--- src/rtl/sha1_wb_host.sv ---
// Wishbone master that runs one 512-bit block through a memory-mapped SHA1 peripheral:
// ID check, arm, message load, DONE poll, digest readback.
module sha1_wb_host #(
   parameter logic [31:0] BASE_ADDRESS = 32'h30000024,
   parameter int          ACK_TIMEOUT  = 16,
   parameter int          POLL_MAX     = 255
) (
   input  logic         wb_clk_i,
   input  logic         reset,
   input  logic         start,
   input  logic [511:0] msg_i,
   output logic         busy,
   output logic         done_o,
   output logic [159:0] digest_o,
   output logic [1:0]   err_o,
   output logic         wbm_cyc_o,
   output logic         wbm_stb_o,
   output logic         wbm_we_o,
   output logic [3:0]   wbm_sel_o,
   output logic [31:0]  wbm_adr_o,
   output logic [31:0]  wbm_dat_o,
   input  logic         wbm_ack_i,
   input  logic [31:0]  wbm_dat_i
);

   localparam logic [31:0] ID_VALUE = 32'h53484131;
   localparam logic [31:0] ADR_ID   = BASE_ADDRESS + 32'h4;
   localparam logic [31:0] ADR_OPS  = BASE_ADDRESS + 32'h8;
   localparam logic [31:0] ADR_MSG  = BASE_ADDRESS + 32'hC;
   localparam logic [31:0] ADR_DIG  = BASE_ADDRESS + 32'h10;
   localparam int          ACK_W    = $clog2(ACK_TIMEOUT + 1);
   localparam logic [ACK_W-1:0] ACK_LAST = ACK_W'(ACK_TIMEOUT - 1);
   localparam logic [7:0]  POLL_LAST = 8'(POLL_MAX);

   localparam logic [1:0] ERR_OK   = 2'd0;
   localparam logic [1:0] ERR_ID   = 2'd1;
   localparam logic [1:0] ERR_ACK  = 2'd2;
   localparam logic [1:0] ERR_POLL = 2'd3;

   typedef enum logic [2:0] {
      S_IDLE, S_CHK_ID, S_ARM, S_LOAD, S_POLL, S_READ, S_FINISH
   } state_t;

   // Each access walks STB (one strobe cycle) -> WAIT (cyc held) -> GAP (cyc low).
   typedef enum logic [1:0] {PH_STB, PH_WAIT, PH_GAP} phase_t;

   state_t state, state_n;
   phase_t phase, phase_n;

   logic [15:0][31:0] msg_q;
   logic [4:0][31:0]  dig_q;
   logic [3:0]        word_cnt;
   logic [2:0]        dig_cnt;
   logic [7:0]        poll_cnt;
   logic [ACK_W-1:0]  ack_cnt;
   logic [1:0]        err_q;

   logic access, ack_ok, timeout;

   assign access    = (state != S_IDLE) && (state != S_FINISH);
   assign wbm_cyc_o = access && (phase != PH_GAP);
   assign wbm_stb_o = access && (phase == PH_STB);
   assign ack_ok    = wbm_cyc_o && wbm_ack_i;
   assign timeout   = access && (phase == PH_WAIT) && !wbm_ack_i && (ack_cnt == ACK_LAST);

   assign busy     = access;
   assign done_o   = (state == S_FINISH);
   assign err_o    = err_q;
   assign digest_o = dig_q;

   always_ff @(posedge wb_clk_i) begin
      if (reset) begin
         state <= S_IDLE;
         phase <= PH_STB;
      end else begin
         state <= state_n;
         phase <= phase_n;
      end
   end

   always_comb begin
      state_n = state;
      phase_n = phase;
      case (state)
         S_IDLE: begin
            phase_n = PH_STB;
            if (start) state_n = S_CHK_ID;
         end
         S_FINISH: begin
            phase_n = PH_STB;
            state_n = S_IDLE;
         end
         default: begin
            if (phase == PH_GAP) begin
               phase_n = PH_STB;
            end else if (ack_ok) begin
               phase_n = PH_GAP;
               case (state)
                  S_CHK_ID: state_n = (wbm_dat_i == ID_VALUE) ? S_ARM : S_FINISH;
                  S_ARM:    state_n = S_LOAD;
                  S_LOAD:   if (word_cnt == 4'd15) state_n = S_POLL;
                  S_POLL: begin
                     if (wbm_dat_i[3])                state_n = S_READ;
                     else if (poll_cnt == POLL_LAST)  state_n = S_FINISH;
                  end
                  S_READ:   if (dig_cnt == 3'd4) state_n = S_FINISH;
                  default: ;
               endcase
            end else if (timeout) begin
               state_n = S_FINISH;
            end else if (phase == PH_STB) begin
               phase_n = PH_WAIT;
            end
         end
      endcase
   end

   always_ff @(posedge wb_clk_i) begin
      if (reset) begin
         msg_q    <= '0;
         dig_q    <= '0;
         word_cnt <= '0;
         dig_cnt  <= '0;
         poll_cnt <= '0;
         ack_cnt  <= '0;
         err_q    <= ERR_OK;
      end else begin
         // Counts wait cycles only; reloads on every strobe.
         if (phase == PH_WAIT) begin
            if (ack_cnt != ACK_LAST) ack_cnt <= ack_cnt + ACK_W'(1);
         end else begin
            ack_cnt <= '0;
         end

         case (state)
            S_IDLE: if (start) begin
               msg_q    <= msg_i;
               err_q    <= ERR_OK;
               word_cnt <= '0;
               dig_cnt  <= '0;
               poll_cnt <= '0;
            end
            S_CHK_ID: if (ack_ok && (wbm_dat_i != ID_VALUE)) err_q <= ERR_ID;
            S_LOAD:   if (ack_ok && (word_cnt != 4'd15)) word_cnt <= word_cnt + 4'd1;
            S_POLL: if (ack_ok && !wbm_dat_i[3]) begin
               if (poll_cnt == POLL_LAST) err_q <= ERR_POLL;
               else                       poll_cnt <= poll_cnt + 8'd1;
            end
            S_READ: if (ack_ok) begin
               dig_q[dig_cnt] <= wbm_dat_i;
               if (dig_cnt != 3'd4) dig_cnt <= dig_cnt + 3'd1;
            end
            default: ;
         endcase

         if (timeout) err_q <= ERR_ACK;
      end
   end

   always_comb begin
      wbm_adr_o = '0;
      wbm_we_o  = 1'b0;
      wbm_dat_o = '0;
      wbm_sel_o = '0;
      if (wbm_cyc_o) begin
         wbm_sel_o = 4'hF;
         case (state)
            S_CHK_ID: wbm_adr_o = ADR_ID;
            S_ARM: begin
               wbm_adr_o = ADR_OPS;
               wbm_we_o  = 1'b1;
               wbm_dat_o = 32'h1;
            end
            S_LOAD: begin
               wbm_adr_o = ADR_MSG;
               wbm_we_o  = 1'b1;
               wbm_dat_o = msg_q[word_cnt];
            end
            S_POLL:   wbm_adr_o = ADR_OPS;
            S_READ:   wbm_adr_o = ADR_DIG;
            default: ;
         endcase
      end
   end

endmodule

--- config.mk ---
export PLATFORM = sky130hd
export DESIGN_NAME = sha1_wb_host
export DESIGN_NICKNAME = d
export VERILOG_FILES = /design/src/rtl/sha1_wb_host.sv
export SDC_FILE = /design/constraint.sdc
export NUM_CORES = 2
export LEC_CHECK = 0
export BUFFER_PORTS_ARGS = -buffer_cell sky130_fd_sc_hd__buf_2
export CELL_PAD_IN_SITES_DETAIL_PLACEMENT = 0
export CELL_PAD_IN_SITES_GLOBAL_PLACEMENT = 1
export CORE_ASPECT_RATIO = 1.4
export CORE_MARGIN = 1.5
export CORE_UTILIZATION = 25
export CTS_CLUSTER_SIZE = 8
export DETAILED_ROUTE_END_ITERATION = 16
export GPL_ROUTABILITY_DRIVEN = 0
export GPL_TIMING_DRIVEN = 1
export PLACE_DENSITY_LB_ADDON = 0.05
export SYNTH_ARGS = -nofsm -noshare
export SYNTH_HDL_FRONTEND = slang
export SYNTH_SLANG_ARGS = --single-unit
--- constraint.sdc ---
create_clock -name wb_clk_i -period 6.2 [get_ports wb_clk_i]
set_clock_uncertainty 0.1 [all_clocks]
set_input_delay 0.93 -clock wb_clk_i [delete_from_list [all_inputs] [get_ports wb_clk_i]]
set_output_delay 0.93 -clock wb_clk_i [all_outputs]
set_load 0.005 [all_outputs]
==> key figures <==
GRT
  • Vias in the first global route: roughly 27k
  • Initial antenna violation count: 55
  • Total track usage: between 20% and 30%
  • Pin count of the biggest net entering global routing: approximately 200
  • Grt total ovfl: 0
  • First-pass GRT wire length: 197 mm

Power and ir drop
  • Worst VDD drop: roughly 0.00018 V
  • Combinational Power Share: a little under a quarter
  • Internal power: around 9 mW
  • Reg power frac: 41.2%
  • Clock power frac: a little over a third
  • Power Dens Cells: 383 nW/um^2
  • Sw Share: 33.9%
  • Net Switching: between 4 and 5 mW
  • Leak: roughly 14 nW

Clocking
  • Cts repair resizes: 0
  • Root buf cell: clkbuf_16
  • Clk_lat worst skew: around 0.67 ns
  • Max Root-Sink Buffers: 3
  • TritonCTS clock tree: done
  • Setup bufs post-CTS: 0
  • H-tree depth: 3
  • Cts bufs inserted: 97
  • Sinks on Clock Net: roughly 700
  • Reg clk slew, reported paths: around 0.050 ns
  • Hold_buf cts: 0

Worst setup path
  • Maximum fanout along the worst path: 33
  • Critical path's top delay family: multiplexers
  • Worst-path cell chain: buf_12 -> mux4_2 -> mux2i_1 -> a211oi_1 -> buf_2
  • Critical Path Source Type: flip-flop
  • Critical path class: flip-flop to output pin
  • CP peak stage delay: 0.87 ns
  • Reg2Reg Launch Point: state[2]
  • Critical Path End Type: output pin
  • Slowest CP cell: mux2i_1
  • Worst path bufs/invs: 2
  • Req. time, crit path: around 5.2 ns
  • Worst path arrival time: between 3 and 4 ns
  • Setup crit start: word_cnt[0]

Timing
  • Fmax: slightly above 200 MHz
  • Slew HR: ~25%
  • Final TNS setup: 0 ns
  • Worst-Margin Slew: 1.10 ns
  • Tightest hold margin: about 0.35 ns
  • Tmin final: roughly 4.8 ns
  • Final WS setup: 1.37 ns
  • Max Slew Vio Count: 0
  • Unrepaired setup endpoints after global routing: false
  • # setup viols final: 0
  • Fin crit share: around 78%
  • Hold Violations, Final: 0

Final layout
  • Post-route cell area: roughly 36000 um^2
  • Final cell utilization of the core: approximately a third
  • # nets final: approximately 4.7k
  • Layout cell share with drive strength beyond 1: between 20% and 30%
  • Layout area overhead: 25.1%
  • Fillers: between 10k and 15k

Floorplan
  • DIE AREA: ~120000 um^2
  • Die extent in x: between 200 and 300 um
  • Site row count: about 150
  • IO Count: roughly 800
  • Initial Util: 25.3%
  • Core ar.: between 100000 and 150000 um^2
  • DIE HEIGHT: 407 um

Detailed routing
  • # DRC: 0
  • WL final: ~140 mm
  • DRT iter0 DRCs: around 1.7k
  • DR vias: approximately 27k
  • DR vias/cell: approximately 4.8
  • WL/cell: between 20 and 25 um
  • DRT antenna net count: 0
  • DR pass1 iterations: 5

Placed design
  • Placed instance area: 33800 um^2
  • Post-DP HPWL: around 100 mm
  • Count of input and output buffers: around 760
  • Setup slack at placement: between 2 and 2.5 ns

Synthesis
  • Synth top area cells: dfxtp_1, nand2_1, a21oi_1
  • YS warnings: 0
  • Synthesized area per cell: 8.32 um^2
  • Synth async-reset ratio: 0%
  • Post-synthesis cell count: around 3.5k
  • Most common cell in the synthesized netlist: nand2_1
  • EDFF count, synth: 0
  • Post-synthesis sequential area ratio: between 40% and 50%
  • Synth cell count leaders: nand2_1, dfxtp_1, a21oi_1
  • Synthesized area: just under 30000 um^2
  • Top FF cell, synth: dfxtp_1
  • Netlist cell types: 58
  • Share of the synthesized area in the top cell type: ~48%
  • Post-synth top area cell: dfxtp_1
  • Flip-flop and latch count after synthesis: about 700

Outcome
  • Outcome: completed

Min path
  • Worst hold path class: flip-flop to flip-flop
  • Hold Startpoint: digest_o[89]

Run
  • Max-Cap Viols: 0
-- flip-flops by register name, summed over array words and instances, names as in the netlist --
| register | flops |
|---|---|
| ack_cnt | 5 |
| digest_o | 160 |
| poll_cnt | 8 |
| err_o | 2 |
| dig_cnt | 3 |
| phase | 2 |
| state | 3 |
| msg_q | 512 |
| word_cnt | 4 |
-- cell families after synthesis --
kind of cell	synth area share [%]
AO/OA/AOI/OAI	14.4
XOR/XNOR	0.301
adder cells (fa/ha/maj)	0.387
buffers and inverters	5.10
flip-flops	48.1
multiplexers	11.3
other	0.0129
AND/OR/NAND/NOR	20.4
-- metrics by stage --
stage	instances	total power, mW
final	5602	13.9
after global routing	5594	14.7
after CTS	5593	14.2
after detailed placement	5484	9.27
after global placement	5484	9.27
after floorplan	3521	7.85
-- cell usage in the layout (no fill, tap or decap), types with 3 or more instances in the layout --
cell type / n
mux4_2: 128
inv_1: 12
a21oi_1: 688
nor3_1: 8
xor2_1: 4
nor4bb_1: 3
mux2i_1: 38
nor2b_1: 36
nand2_1: 1361
clkbuf_1: 4
o21ai_0: 11
nand3_1: 15
buf_12: 10
dfxtp_4: 4
and3_1: 3
nor3_4: 4
buf_2: 755
dfxtp_1: 695
nand4_1: 5
buf_4: 24
nand2b_1: 5
a21o_1: 5
nand4b_1: 3
nor4b_1: 3
ha_1: 9
inv_6: 4
conb_1: 26
diode_2: 9
clkbuf_16: 98
a211oi_1: 63
xnor2_1: 6
nor2_1: 26
-- per-layer routing --
layer  share of wire (%)  track usage [%]  vias up
met2                  47             38.1      838
li1                    -                -    12856
met4                 2.7             7.00       38
met5                0.19                0        -
met1                  43             28.8    12863
met3                 7.0             5.97      176
-- worst paths after layout --
path                   endpoint  slack [ns]  cells after the start
setup / recovery  wbm_dat_o[16]        1.37                      5
hold / removal     digest_o[89]        0.35                      2
setup reg to reg  digest_o[115]        2.73                      5
hold reg to reg    digest_o[89]        0.35                      2
-- power by group through the flow --
stage / Clock [mW] / Sequential (mW) / Combinational (mW)
CTS: 5.02 / 5.76 / 3.44
global route: 5.17 / 5.83 / 3.69
finish: 4.85 / 5.75 / 3.35
global placement: 0 / 5.86 / 3.41
detailed placement: 0 / 5.84 / 3.43
floorplan: 0 / 5.52 / 2.33
-- worst min-delay path: cells and delay by family, from the launching register on --
family / cells / cell delay (ns)
AO/OA/AOI/OAI: 1 / 0.05
AND/OR/NAND/NOR: 1 / 0.05
flip-flops: 1 / 0.30
-- cell type report --
type | instances | area [um^2] | area share [%]
Tap cell | 1490 | 1860 | 5.12
Sequential cell | 699 | 14000 | 38.5
Timing Repair Buffer | 790 | 4170 | 11.5
Inverter | 12 | 45.0 | 0.124
Multi-Input combinational cell | 2493 | 13700 | 37.7
Clock buffer | 102 | 2470 | 6.78
Clock inverter | 7 | 76.3 | 0.210
Antenna cell | 9 | 22.5 | 0.0619
No activity file was read; power rests on OpenSTA's default activity.
